`src/rtl/stepper_sequencer.sv`:
```
// rtl/stepper_sequencer.sv - stepper motor coil sequencer with synchronised step-rate input
// Build option: define HALF_STEP_EN for the 8-phase half-step table (default: 4-phase full-step).
module stepper_sequencer #(
  parameter int COUNT_W = 16
) (
  input  logic               clk,
  input  logic               rst,
  input  logic               step_clk,
  input  logic               start,
  input  logic               dir,
  input  logic [COUNT_W-1:0] step_count,
  input  logic               abort,
  output logic [3:0]         coil,
  output logic               busy,
  output logic               done,
  output logic [COUNT_W-1:0] steps_done
);

`ifdef HALF_STEP_EN
  localparam int IDX_W = 3;
`else
  localparam int IDX_W = 2;
`endif

  typedef enum logic [1:0] {ST_IDLE, ST_RUN, ST_DONE} state_t;

  state_t state_q, state_d;

  logic               s1_q, s1_d, s2_q, s2_d, s3_q, s3_d;
  logic [1:0]         warm_q, warm_d;
  logic               armed_q, armed_d;
  logic               tick;

  logic [IDX_W-1:0]   idx_q, idx_d;
  logic [3:0]         coil_q, coil_d;
  logic               dir_q, dir_d;
  logic [COUNT_W-1:0] remaining_q, remaining_d;
  logic [COUNT_W-1:0] steps_done_q, steps_done_d;
  logic               done_q, done_d;

  function automatic logic [3:0] phase_pattern(input logic [IDX_W-1:0] idx);
    logic [3:0] pat;
`ifdef HALF_STEP_EN
    case (idx)
      3'd0:    pat = 4'b1000;
      3'd1:    pat = 4'b1100;
      3'd2:    pat = 4'b0100;
      3'd3:    pat = 4'b0110;
      3'd4:    pat = 4'b0010;
      3'd5:    pat = 4'b0011;
      3'd6:    pat = 4'b0001;
      default: pat = 4'b1001;
    endcase
`else
    case (idx)
      2'd0:    pat = 4'b1100;
      2'd1:    pat = 4'b0110;
      2'd2:    pat = 4'b0011;
      default: pat = 4'b1001;
    endcase
`endif
    return pat;
  endfunction

  // Synchroniser chain plus arming: a step_clk level already high when reset
  // releases must be seen low once (after the chain holds real samples) before
  // any rising edge counts as a tick.
  always_comb begin
    s1_d    = step_clk;
    s2_d    = s1_q;
    s3_d    = s2_q;
    warm_d  = (warm_q == 2'd2) ? warm_q : warm_q + 2'd1;
    armed_d = armed_q | ((warm_q == 2'd2) & ~s2_q);
    tick    = s2_q & ~s3_q & armed_q;
  end

  // State register
  always_ff @(posedge clk) begin
    if (rst) begin
      state_q <= ST_IDLE;
    end else begin
      state_q <= state_d;
    end
  end

  // Next-state logic; abort outranks a coincident tick
  always_comb begin
    state_d = state_q;
    case (state_q)
      ST_IDLE: begin
        if (start) begin
          state_d = (step_count == '0) ? ST_DONE : ST_RUN;
        end
      end
      ST_RUN: begin
        if (abort) begin
          state_d = ST_IDLE;
        end else if (tick && (remaining_q == COUNT_W'(1))) begin
          state_d = ST_DONE;
        end
      end
      ST_DONE: state_d = ST_IDLE;
      default: state_d = ST_IDLE;
    endcase
  end

  // Datapath: move setup, phase stepping, coil drive and step counting
  always_comb begin
    idx_d        = idx_q;
    coil_d       = coil_q;
    dir_d        = dir_q;
    remaining_d  = remaining_q;
    steps_done_d = steps_done_q;
    done_d       = (state_q == ST_DONE);
    case (state_q)
      ST_IDLE: begin
        if (start) begin
          dir_d        = dir;
          remaining_d  = step_count;
          steps_done_d = '0;
        end
      end
      ST_RUN: begin
        if (abort) begin
          coil_d = 4'b0000;
        end else if (tick) begin
          idx_d        = dir_q ? idx_q + IDX_W'(1) : idx_q - IDX_W'(1);
          coil_d       = phase_pattern(idx_d);
          remaining_d  = remaining_q - COUNT_W'(1);
          steps_done_d = steps_done_q + COUNT_W'(1);
        end
      end
      default: begin
      end
    endcase
  end

  // Datapath and synchroniser registers
  always_ff @(posedge clk) begin
    if (rst) begin
      s1_q         <= 1'b0;
      s2_q         <= 1'b0;
      s3_q         <= 1'b0;
      warm_q       <= 2'd0;
      armed_q      <= 1'b0;
      idx_q        <= '0;
      coil_q       <= 4'b0000;
      dir_q        <= 1'b0;
      remaining_q  <= '0;
      steps_done_q <= '0;
      done_q       <= 1'b0;
    end else begin
      s1_q         <= s1_d;
      s2_q         <= s2_d;
      s3_q         <= s3_d;
      warm_q       <= warm_d;
      armed_q      <= armed_d;
      idx_q        <= idx_d;
      coil_q       <= coil_d;
      dir_q        <= dir_d;
      remaining_q  <= remaining_d;
      steps_done_q <= steps_done_d;
      done_q       <= done_d;
    end
  end

  // Output mapping
  always_comb begin
    coil       = coil_q;
    busy       = (state_q == ST_RUN);
    done       = done_q;
    steps_done = steps_done_q;
  end

endmodule

```
`config.mk`:
```
export PLATFORM = sky130hd
export DESIGN_NAME = stepper_sequencer
export DESIGN_NICKNAME = d
export VERILOG_FILES = /design/src/rtl/stepper_sequencer.sv
export SDC_FILE = /design/constraint.sdc
export NUM_CORES = 1
export LEC_CHECK = 0
export ABC_AREA = 1
export BUFFER_PORTS_ARGS = -buffer_cell sky130_fd_sc_hd__buf_2
export CELL_PAD_IN_SITES_DETAIL_PLACEMENT = 2
export CELL_PAD_IN_SITES_GLOBAL_PLACEMENT = 2
export CORE_MARGIN = 3
export CORE_UTILIZATION = 30
export DETAILED_ROUTE_END_ITERATION = 6
export PLACE_DENSITY = 0.91
export SLEW_MARGIN = 20
export SYNTH_ARGS = -nofsm -noshare
export SYNTH_HDL_FRONTEND = slang
export SYNTH_SLANG_ARGS = --single-unit
export TNS_END_PERCENT = 5
```
`constraint.sdc`:
```
create_clock -name clk -period 1.6 [get_ports clk]
set_input_delay 0.32 -clock clk [delete_from_list [all_inputs] [get_ports clk]]
set_output_delay 0.32 -clock clk [all_outputs]
set_load 0.03 [all_outputs]
```
==> metrics.cfg, run 1 <==
[timing]
setup_viol=11
post-route-min-period_ps=1700
fmax_mhz=587
skew_ps=7.36
hold_violations=0
postLayoutSetupSlackWorst_ps=-103
fin_crit_sh_pct=106
worst_slew_pin_slew_ps=390
rsz0062_at_grt=yes
slew_headroom_pct=73.9
drv_slew=0
fin_hold_ws_ps=210
finalSetupTns_ps=-535

[synthesis]
synth_area_per_cell_um2=6.43
netlist.area_leader.share_pct=36.2
synth_area_leaders=dfxtp_1, nand2_1, nor2_1, a21oi_1, inv_1
synth_seq_cells=48
yosysWarnings=0
yosysTopAreaCell=dfxtp_1
post_synth_num_cell_types=31
mappedNetlistArea_um2=2660
netlist_instances=413
synth_nets=439
synth_seq_area_share_pct=36.2

[critical_path]
cp-start-kind=register
critPathCaptureType=register
critPathKind=reg -> reg
rr_startpoint=state_q[0]
path_max_fanout=4
rrSetupSlack_ps=-100
critPathRequiredTime_ps=1840
reg2reg_depth=9
crit_arrival_ps=1950
r2r_end=remaining_q[1]

[clocking]
h-tree-depth=2
clk_transition_reported_paths_ps=100
cts_root_buffer=clkbuf_8
cts_buffer_depth=2
cts_buffers=5
ctsHoldBuffers=0
numClockSinks=48
worst_skew_pair.late_latency_ps=320
cts_tree=yes

[global_route]
grt_pass1_vias=3242
grt_pass1_wl_mm=15.8
gr-total-overflow=0
track_usage_pct=19.4
grt_max_degree=23
antenna_found_initial=0

[cells_and_area]
final_nets=517
syn_to_final_growth_pct=32.6
final_area_um2=3520
final-seq-area_um2=967
antenna_cells=0
multi_input_area_um2=1540
layout-drive-gt1-share_pct=26.4
fillerInstances=1019

[drt]
drc=0
ant_nets=0
routedWlPerCell_um=19.6
via_count=3114
avgViaCountPerCell=5.22
dr.pass1.iters=4
drtIter0Drc=105
totalWireLength_mm=11.7

[worst_hold_path]
whs_endpoint=s1_q
hold_start=step_clk
holdPathStages=3
hold_path.class=in -> reg

[place]
place_area_um2=3080
port_buffers=43
gp_congestion=0.825
dp_hpwl_mm=7.22

[pwr]
p_int_mw=1.99
seqPwrFrac_pct=43.3
pwr-share-comb_pct=31.0
p_sw_mw=1.16
swShare_pct=36.8
pwr-share-clk_pct=25.8
leakagePower_nw=1.58
ir_drop_uv=356
pwr_density_cell_nw_per_um2=894

[floorplanning]
die_area_um2=10000
core_area_um2=8420
initial_core_util_pct=31.5
fp-row-count=33
ioPinCount=44
dieWidth_um=100
die_height_um=100

[status]
violations=negative setup slack
status=finished with violations

[job]
cap_violations=0

## kinds of logic (layout without fill, tap and decap cells)
group                      count (synthesis)  after routing  share of synthesized area (%)
DFF                                       48             48                           36.2
and+or+nand+nor                          225            227                           37.9
adders and majority gates                  4              4                           1.88
AOI/OAI and AO/OA                         69             69                           13.5
buffers and inverters                     64            141                           9.56
xor gates and xnor gates                   3              3                          0.989
## worst max path at each step
stage                         from              end  depth (start not counted)
finish                  state_q[0]   remaining_q[1]                          9
global route            state_q[0]   steps_done[11]                         11
CTS                     state_q[0]    steps_done[7]                          9
detailed placement  remaining_q[0]  remaining_q[10]                          9
global placement    remaining_q[0]  remaining_q[10]                          9
floorplan            steps_done[0]   steps_done[12]                          8
## routing by layer
metal	GRT usage [%]	vias to the layer above	wire (um)	part of all wire (%)
met3	2.57	20	496	4.2
met1	23.7	1544	4880	42
met5	0	-	0	0
met2	36.5	78	6130	52
li1	-	1472	-	-
met4	3.83	0	202	1.7
## synth_stat cells
cell and n:
inv_4 1, or2_0 1, nand2_4 3, and3_1 1, nor2_1 64, o21bai_1 3
clkinv_1 2, nand2_2 1, a21oi_1 44, ha_1 4, buf_1 2, inv_1 53
buf_2 3, nand3_1 31, buf_6 1, o21ai_0 18, nand2_8 1, nor2_2 2
nor2_4 4, nand4_1 7, o21ai_1 1, a211oi_1 1, dfxtp_1 48, a31oi_1 2
nor3_1 5, nand3b_1 3, xnor2_1 2, clkbuf_1 2, xor2_1 1, or2_2 3
nand2_1 99
## worst max-delay path: stages, from the launching register on
cell and delay, ps:
dfxtp_2 380, inv_2 70, nor2_4 190, buf_6 140, clkinvlp_4 120, buf_4 170, clkbuf_16 150, o21ai_1 160
o21ai_1 110, a21oi_1 150
## area by class of cell
type / count / share of cell area [%]
well taps: 105 / 3.73
multi-input cells: 303 / 43.8
clock buffers: 6 / 2.34
flip-flops and latches: 48 / 27.5
clock inverters: 2 / 0.284
repair buffers: 77 / 16.1
inverters: 56 / 6.25
## state kept, by name, summed over array words and instances (netlist names)
| register | flops |
|---|---|
| armed_q | 1 |
| coil | 4 |
| dir_q | 1 |
| done | 1 |
| idx_q | 2 |
| remaining_q | 16 |
| s1_q | 1 |
| s2_q | 1 |
| s3_q | 1 |
| state_q | 2 |
| steps_done | 16 |
| warm_q | 2 |
## cells in the final DEF, fill, tap and decap left out, types with 3 or more instances in the layout
cell type / instances
nand2_1: 98
nor2_1: 55
inv_1: 50
dfxtp_1: 43
buf_2: 42
a21oi_1: 39
nand3_1: 30
buf_4: 25
o21ai_0: 11
nor2_2: 8
o21ai_1: 8
nor2_4: 7
nand4_1: 7
clkbuf_8: 6
nor3_1: 5
a21oi_2: 5
dfxtp_2: 5
nand2_4: 4
buf_6: 4
inv_2: 3
nand3b_1: 3
or2_2: 3
ha_1: 3
buf_12: 3
## power groups by stage
stage               Combinational (mW)  Clock (mW)  Sequential (mW)
floorplan                        0.479           0             1.36
global placement                 0.699           0             1.36
detailed placement               0.750           0             1.37
CTS                              0.776       0.809             1.35
global route                      1.08       0.873             1.37
finish                           0.976       0.811             1.36
## what timing repair did
item                       4_1_cts  5_1_grt
buffers inserted                 0       16
setup endpoints to repair        5       25
gates resized for setup          8       44
pin swaps                        0       10
gates cloned                     0        4
hold endpoints to repair         0        0
## stage by stage
| stage | setup slack, ps | utilization [%] | power (mW) | std cells |
|---|---|---|---|---|
| floorplan | 47.0 | - | 1.84 | 413 |
| global placement | 84.2 | 36.6 | 2.06 | 569 |
| detailed placement | 6.00 | 36.6 | 2.12 | 569 |
| CTS | 3.32 | 38.0 | 2.93 | 577 |
| global route | -169 | 41.8 | 3.32 | 597 |
| finish | -103 | 41.8 | 3.15 | 597 |
Power figures use the tool's default switching activity.
==> run 2: changes to the inputs <==
--- a/config.mk
+++ b/config.mk
@@ -5,14 +5,13 @@
 export SDC_FILE = /design/constraint.sdc
 export NUM_CORES = 1
 export LEC_CHECK = 0
-export ABC_AREA = 1
 export BUFFER_PORTS_ARGS = -buffer_cell sky130_fd_sc_hd__buf_2
 export CELL_PAD_IN_SITES_DETAIL_PLACEMENT = 2
 export CELL_PAD_IN_SITES_GLOBAL_PLACEMENT = 2
 export CORE_MARGIN = 3
-export CORE_UTILIZATION = 30
+export CORE_UTILIZATION = 34
 export DETAILED_ROUTE_END_ITERATION = 6
-export PLACE_DENSITY = 0.91
+export PLACE_DENSITY = 0.92
 export SLEW_MARGIN = 20
 export SYNTH_ARGS = -nofsm -noshare
 export SYNTH_HDL_FRONTEND = slang
==> run 2 against run 1 <==
Net effect:
- the flow still finishes with violations (negative setup slack)
- area after synthesis down 2.5%
- critical path depth decreased by 4
- worst hold slack improved by 62 ps
- sequential power about the same
- first-iteration DRC count is 89% higher
- critical endpoint is now steps_done[8]
- largest power group unchanged
==> metrics.cfg, run 2 <==
[worst_hold_path]
holdPathStages=3  ; unchanged
hold_path.class=in -> reg  ; unchanged

[critical_path]
critPathKind=reg -> reg  ; unchanged
cp-start-kind=register  ; unchanged
slowest_stage=or4_4  ; was dfxtp_2
reg2reg_depth=5  ; was 9
critPathCaptureType=register  ; unchanged
path_max_fanout=8  ; was 4
path_cells=or2b_1 -> a221o_4 -> buf_12 -> or4_4 -> a21oi_2  ; was inv_2 -> nor2_4 -> buf_6 -> clkinvlp_4 -> buf_4 -> clkbuf_16 -> o21ai_1 -> o21ai_1 -> a21oi_1
critPathRequiredTime_ps=1860  ; was 1840 ps
slowest_delay_ps=490  ; was 380 ps
crit_arrival_ps=2270  ; was 1950 ps

[cells_and_area]
instances_no_fill=492  ; was 597
antenna_cells=0  ; unchanged
fillerInstances=747  ; was 1019
final_nets=418  ; was 517
final_area_um2=3840  ; was 3520 um^2
layout-drive-gt1-share_pct=45.3  ; was 26.4%
syn_to_final_growth_pct=48.3  ; was 32.6%
layout.cells.most_common=buf_4  ; was nand2_1
final_cell_mix=buf_4, buf_2, dfxtp_1, nand2_1, a21oi_1  ; was nand2_1, nor2_1, inv_1, dfxtp_1, buf_2

[floorplanning]
ioPinCount=44  ; unchanged
die_area_um2=8700  ; was 10000 um^2
core_area_um2=7330  ; was 8420 um^2
fp-row-count=31  ; was 33
die_height_um=93.3  ; was 100 um
initial_core_util_pct=35.3  ; was 31.5%
dieWidth_um=93.3  ; was 100 um

[place]
port_buffers=43  ; unchanged
dp_hpwl_mm=8.09  ; was 7.22 mm
place_area_um2=3320  ; was 3080 um^2
preCtsSetupSlack_ps=-409  ; was 6.00 ps
place_inst=478  ; was 569
gp_congestion=0.820  ; was 0.825

[global_route]
met1_usage_pct=36.9  ; was 23.7%
grt_max_degree=17  ; was 23
busiest_layer=met2  ; unchanged
use_met3_pct=7.24  ; was 2.57%
grt_pass1_wl_mm=22.3  ; was 15.8 mm
grt_use_met2_pct=61.3  ; was 36.5%
grt_pass1_vias=3526  ; was 3242
antenna_found_initial=0  ; unchanged
gr-total-overflow=0  ; unchanged
track_usage_pct=34.6  ; was 19.4%

[drt]
ant_nets=0  ; unchanged
via_count=3091  ; was 3114
avgViaCountPerCell=6.28  ; was 5.22
drtIter0Drc=198  ; was 105
totalWireLength_mm=14.6  ; was 11.7 mm
dr.pass1.iters=4  ; unchanged
routedWlPerCell_um=29.8  ; was 19.6 um
drc=0  ; unchanged

[timing]
setup_viol=36  ; was 11
worst_slew_pin_slew_ps=677  ; was 390 ps
fmax_mhz=496  ; was 587 MHz
drv_slew=0  ; unchanged
hold_violations=0  ; unchanged
fin_crit_sh_pct=126  ; was 106%
rsz0062_at_grt=yes  ; unchanged
post-route-min-period_ps=2010  ; was 1700 ps
postLayoutSetupSlackWorst_ps=-415  ; was -103 ps
skew_ps=15.3  ; was 7.36 ps
slew_headroom_pct=54.5  ; was 73.9%
fin_hold_ws_ps=273  ; was 210 ps

[job]
cap_violations=0  ; unchanged

[synthesis]
synthTopCellsByCount=dfxtp_1, a21oi_1, nand2_1, nor2_1, o21ai_0  ; was nand2_1, nor2_1, inv_1, dfxtp_1, a21oi_1
ys.flop_type=dfxtp_1  ; unchanged
post_synth_num_cell_types=62  ; was 31
synth_area_leaders=dfxtp_1, a21oi_1, or4_1, nand2_1, nor2_1  ; was dfxtp_1, nand2_1, nor2_1, a21oi_1, inv_1
netlist_instances=291  ; was 413
async_flop_share_pct=0  ; unchanged
synth_seq_area_share_pct=37.1  ; was 36.2%
yosysTopAreaCell=dfxtp_1  ; unchanged
yosysWarnings=0  ; unchanged
synth_seq_cells=48  ; unchanged
synth.most_common_cell=dfxtp_1  ; was nand2_1
mappedNetlistArea_um2=2590  ; was 2660 um^2
synth_area_per_cell_um2=8.90  ; was 6.43 um^2
netlist.area_leader.share_pct=37.1  ; was 36.2%
synth_edf_count=0  ; unchanged
synth_nets=317  ; was 439

[pwr]
pwr_density_cell_nw_per_um2=980  ; was 894 nW/um^2
total_power_mw=3.76  ; was 3.15 mW
ir_drop_uv=522  ; was 356 uV
leakagePower_nw=1.50  ; was 1.58 nW

[status]
status=finished with violations  ; unchanged
violations=negative setup slack  ; unchanged

[clocking]
numClockSinks=48  ; unchanged
clk_transition_reported_paths_ps=110  ; was 100 ps
ctsHoldBuffers=0  ; unchanged
cts_root_buffer=clkbuf_8  ; unchanged
cts_buffer_depth=2  ; unchanged
cts_buffers=5  ; unchanged
worst_skew_pair.late_latency_ps=330  ; was 320 ps
h-tree-depth=2  ; unchanged
cts_tree=yes  ; unchanged

## run 2: changes by cell type after synthesis, moves of 5 or more
cell      before  now
nor2_1        64   20
nand3_1       31    9
inv_1         53    9
nor4_1         0    6
nand2_1       99   23
buf_6          1    6
o21ai_0       18   13
a21oi_1       44   29
or3_1          0    8
o31ai_1        0    7
or4_1          0   12
a31oi_1        2    7
clkbuf_1       2    7
## run 2: where the power goes
group / leakage [nW] / switching, mW / total [mW] / internal, mW
Clock: 0.0765 / 0.480 / 1.20 / 0.720
Combinational: 1.03 / 0.691 / 1.19 / 0.495
Sequential: 0.396 / 0.0982 / 1.38 / 1.28
## run 2: final timing paths
path | from | to | slack [ps]
max | state_q[0] | steps_done[8] | -410
min | dir | dir_q | 270
max reg2reg | state_q[0] | steps_done[8] | -410
min reg2reg | s1_q | s2_q | 450
## run 2: metal layers
layer	wire (um)	up-vias
met5	0	-
met4	1090	0
met3	872	76
met2	7440	161
met1	5240	1533
li1	-	1321
## run 2: cell type report
cell class / instances / area [um^2] / area share [%]
Clock buffer: 6 / 93.8 / 2.44
Clock inverter: 2 / 60.1 / 1.56
Inverter: 9 / 40.0 / 1.04
Multi-Input combinational cell: 219 / 1720 / 44.9
Sequential cell: 48 / 980 / 25.5
Tap cell: 99 / 124 / 3.23
Timing Repair Buffer: 109 / 820 / 21.3
## run 2: worst max-delay path, delay by kind of cell, from the launching register on
family	cells	cell delay, ps
flip-flops	1	370
AO/OA/AOI/OAI	2	640
buffers and inverters	1	170
AND/OR/NAND/NOR	2	780
## run 2: metrics by stage
| step | setup TNS, ps | utilization (%) |
|---|---|---|
| 3_3_place_gp | -5470 | 45.3 |
| 3_5_place_dp | -8640 | 45.3 |
| 4_1_cts | -7540 | 51.3 |
| 5_1_grt | -10600 | 52.4 |
| 2_1_floorplan | -1570 | - |
| 6_report | -9190 | 52.4 |
## run 2: what timing repair did
| action | 4_1_cts | 5_1_grt |
|---|---|---|
| setup endpoints to repair | 40 | 39 |
| setup buffers | 3 | 1 |
| resized for setup | 51 | 15 |
| gates cloned | 2 | 0 |
| pin swaps | 29 | 6 |
## run 2: cells by family after synthesis
logic type      after synthesis  share of synthesized area (%)
xor+xnor                      7                           2.37
simple gates                121                           29.1
mux                           2                          0.773
compound gates               85                           23.0
buf+inv                      24                           5.65
flops                        48                           37.1
fa+ha+maj                     4                           1.93
==> run 3: changes to the inputs <==
--- a/config.mk
+++ b/config.mk
@@ -6,7 +6,7 @@
 export NUM_CORES = 1
 export LEC_CHECK = 0
 export BUFFER_PORTS_ARGS = -buffer_cell sky130_fd_sc_hd__buf_2
-export CELL_PAD_IN_SITES_DETAIL_PLACEMENT = 2
+export CELL_PAD_IN_SITES_DETAIL_PLACEMENT = 0
 export CELL_PAD_IN_SITES_GLOBAL_PLACEMENT = 2
 export CORE_MARGIN = 3
 export CORE_UTILIZATION = 34
==> run 3 against run 2 <==
Net effect:
- the flow still finishes with violations (negative setup slack)
- largest power group unchanged
- first-iteration DRC count is 7.6% lower
- critical path type unchanged
- fmax is 8.1% higher
- via count shrank 13%
- global-route usage shrank 17 points
- sequential power is essentially flat
- highest routed layer unchanged
- clock power decreased by 39%
==> metrics.cfg, run 3 (synthesized netlist as in run 2, its figures left out) <==
[status]
status=finished with violations  ; unchanged
violations=negative setup slack  ; unchanged

[drt]
avgViaCountPerCell=5.49  ; was 6.28
drc=0  ; unchanged
routedWlPerCell_um=15.2  ; was 29.8 um
ant_nets=0  ; unchanged
via_count=2687  ; was 3091
totalWireLength_mm=7.46  ; was 14.6 mm
dr.pass1.iters=4  ; unchanged
drtIter0Drc=183  ; was 198

[critical_path]
crit_end=steps_done[4]  ; was steps_done[8]
path_buf_inv=3  ; was 1
critPathKind=reg -> reg  ; unchanged
path_depth=7  ; was 5
critPathCaptureType=register  ; unchanged
slowest_delay_ps=400  ; was 490 ps
path_max_fanout=15  ; was 8
reg2reg_depth=7  ; was 5
startpoint=state_q[0]  ; unchanged
crit_arrival_ps=2100  ; was 2270 ps
r2r_end=steps_done[4]  ; was steps_done[8]
path_cells=buf_6 -> nand2b_4 -> a221o_2 -> buf_4 -> clkbuf_16 -> or3_1 -> a21oi_1  ; was or2b_1 -> a221o_4 -> buf_12 -> or4_4 -> a21oi_2
cp-start-kind=register  ; unchanged
rrSetupSlack_ps=-260  ; was -410 ps
rr_startpoint=state_q[0]  ; unchanged
critPathRequiredTime_ps=1840  ; was 1860 ps
critical_path.top_delay_family=compound AO/OA/AOI/OAI gates  ; was simple AND/OR/NAND/NOR gates
slowest_stage=a221o_2  ; was or4_4

[timing]
fin_crit_sh_pct=116  ; was 126%
hold_violations=0  ; unchanged
drv_slew=0  ; unchanged
post-route-min-period_ps=1860  ; was 2010 ps
worst_slew_pin_slew_ps=503  ; was 677 ps
rsz0062_at_grt=yes  ; unchanged
slew_headroom_pct=66.0  ; was 54.5%
finalSetupTns_ps=-4490  ; was -9190 ps
skew_ps=12.4  ; was 15.3 ps
fin_hold_ws_ps=231  ; was 273 ps
fmax_mhz=537  ; was 496 MHz
postLayoutSetupSlackWorst_ps=-264  ; was -415 ps
setup_viol=27  ; was 36

[worst_hold_path]
hold_path.class=in -> reg  ; unchanged

[cells_and_area]
layout.cells.most_common=buf_4  ; unchanged
final_nets=415  ; was 418
final_area_um2=3590  ; was 3840 um^2
post-route-util_pct=48.9  ; was 52.4%
layout-drive-gt1-share_pct=42.1  ; was 45.3%
final_cell_mix=buf_4, buf_2, dfxtp_1, nand2_1, a21oi_1  ; unchanged
antenna_cells=0  ; unchanged
multi_input_area_um2=1600  ; was 1720 um^2
syn_to_final_growth_pct=38.5  ; was 48.3%
fillerInstances=729  ; was 747
final-seq-area_um2=978  ; was 980 um^2

[floorplanning]
die_height_um=93.3  ; unchanged
dieWidth_um=93.3  ; unchanged
die_area_um2=8700  ; unchanged
ioPinCount=44  ; unchanged
initial_core_util_pct=35.3  ; unchanged
fp-row-count=31  ; unchanged
core_area_um2=7330  ; unchanged

[place]
gp_congestion=0.820  ; unchanged
place_area_um2=3320  ; unchanged
preCtsSetupSlack_ps=-340  ; was -409 ps
dp_hpwl_mm=5.50  ; was 8.09 mm
port_buffers=43  ; unchanged

[global_route]
track_usage_pct=17.2  ; was 34.6%
grt_max_degree=31  ; was 17
grt_pass1_vias=2488  ; was 3526
grt_pass1_wl_mm=12.1  ; was 22.3 mm
antenna_found_initial=0  ; unchanged
gr-total-overflow=0  ; unchanged

[clocking]
clk_transition_reported_paths_ps=100  ; was 110 ps
numClockSinks=48  ; unchanged
cts_buffer_depth=2  ; unchanged
cts_buffers=5  ; unchanged
h-tree-depth=2  ; unchanged
cts_root_buffer=clkbuf_8  ; unchanged
cts_tree=yes  ; unchanged
worst_skew_pair.late_latency_ps=300  ; was 330 ps

[pwr]
leakagePower_nw=1.41  ; was 1.50 nW
pwr_density_cell_nw_per_um2=825  ; was 980 nW/um^2
ir_drop_uv=510  ; was 522 uV

[job]
cap_violations=0  ; unchanged

==> run 3: through the flow <==
stage	std cells	power (mW)
2_1_floorplan	291	1.83
3_3_place_gp	478	2.14
3_5_place_dp	478	2.16
4_1_cts	487	2.92
5_1_grt	489	3.13
6_report	489	2.96
==> run 3: what timing repair did <==
action	in CTS	in global routing
buffers inserted	1	1
gates cloned	0	1
hold buffers	0	0
endpoints found under the setup margin	34	35
pin swaps	8	8
resized for setup	17	21
==> run 3: how the worst min path moves through the flow <==
| stage | start | end | slack [ps] | depth (start not counted) |
|---|---|---|---|---|
| 2_1_floorplan | s1_q | s2_q | 410 | 1 |
| 3_3_place_gp | s1_q | s2_q | 420 | 1 |
| 3_5_place_dp | s1_q | s2_q | 420 | 1 |
| 4_1_cts | step_clk | s1_q | 230 | 2 |
| 5_1_grt | dir | dir_q | 240 | 3 |
| 6_report | step_clk | s1_q | 230 | 2 |
==> run 3: layout make-up <==
cell class	count	area share [%]
Sequential cell	48	27.3
Multi-Input combinational cell	219	44.7
Clock inverter	2	0.419
Inverter	9	1.12
Timing Repair Buffer	106	21.0
Clock buffer	6	2.02
Tap cell	99	3.45
==> run 3: worst reg2reg max path: stages, from the launching register on <==
cell       delay [ps]
dfxtp_2           330
buf_6             120
nand2b_4          130
a221o_2           400
buf_4             160
clkbuf_16         170
or3_1             350
a21oi_1           140
==> run 3: report_power, final <==
part           switching (mW)  internal [mW]  leakage, nW
Clock                   0.421          0.313       0.0457
Combinational           0.447          0.430        0.972
Sequential             0.0680           1.28        0.397
Total                   0.936           2.02         1.41
==> run 3: metal layers <==
metal  wire [um]  track usage [%]  up-vias  part of all wire [%]
li1            -                -     1312                     -
met1        3360             22.5     1283                    45
met2        3600             28.7       85                    48
met3         394             3.30        7                   5.3
met4          96             5.37        0                   1.3
met5           0                0        -                     0
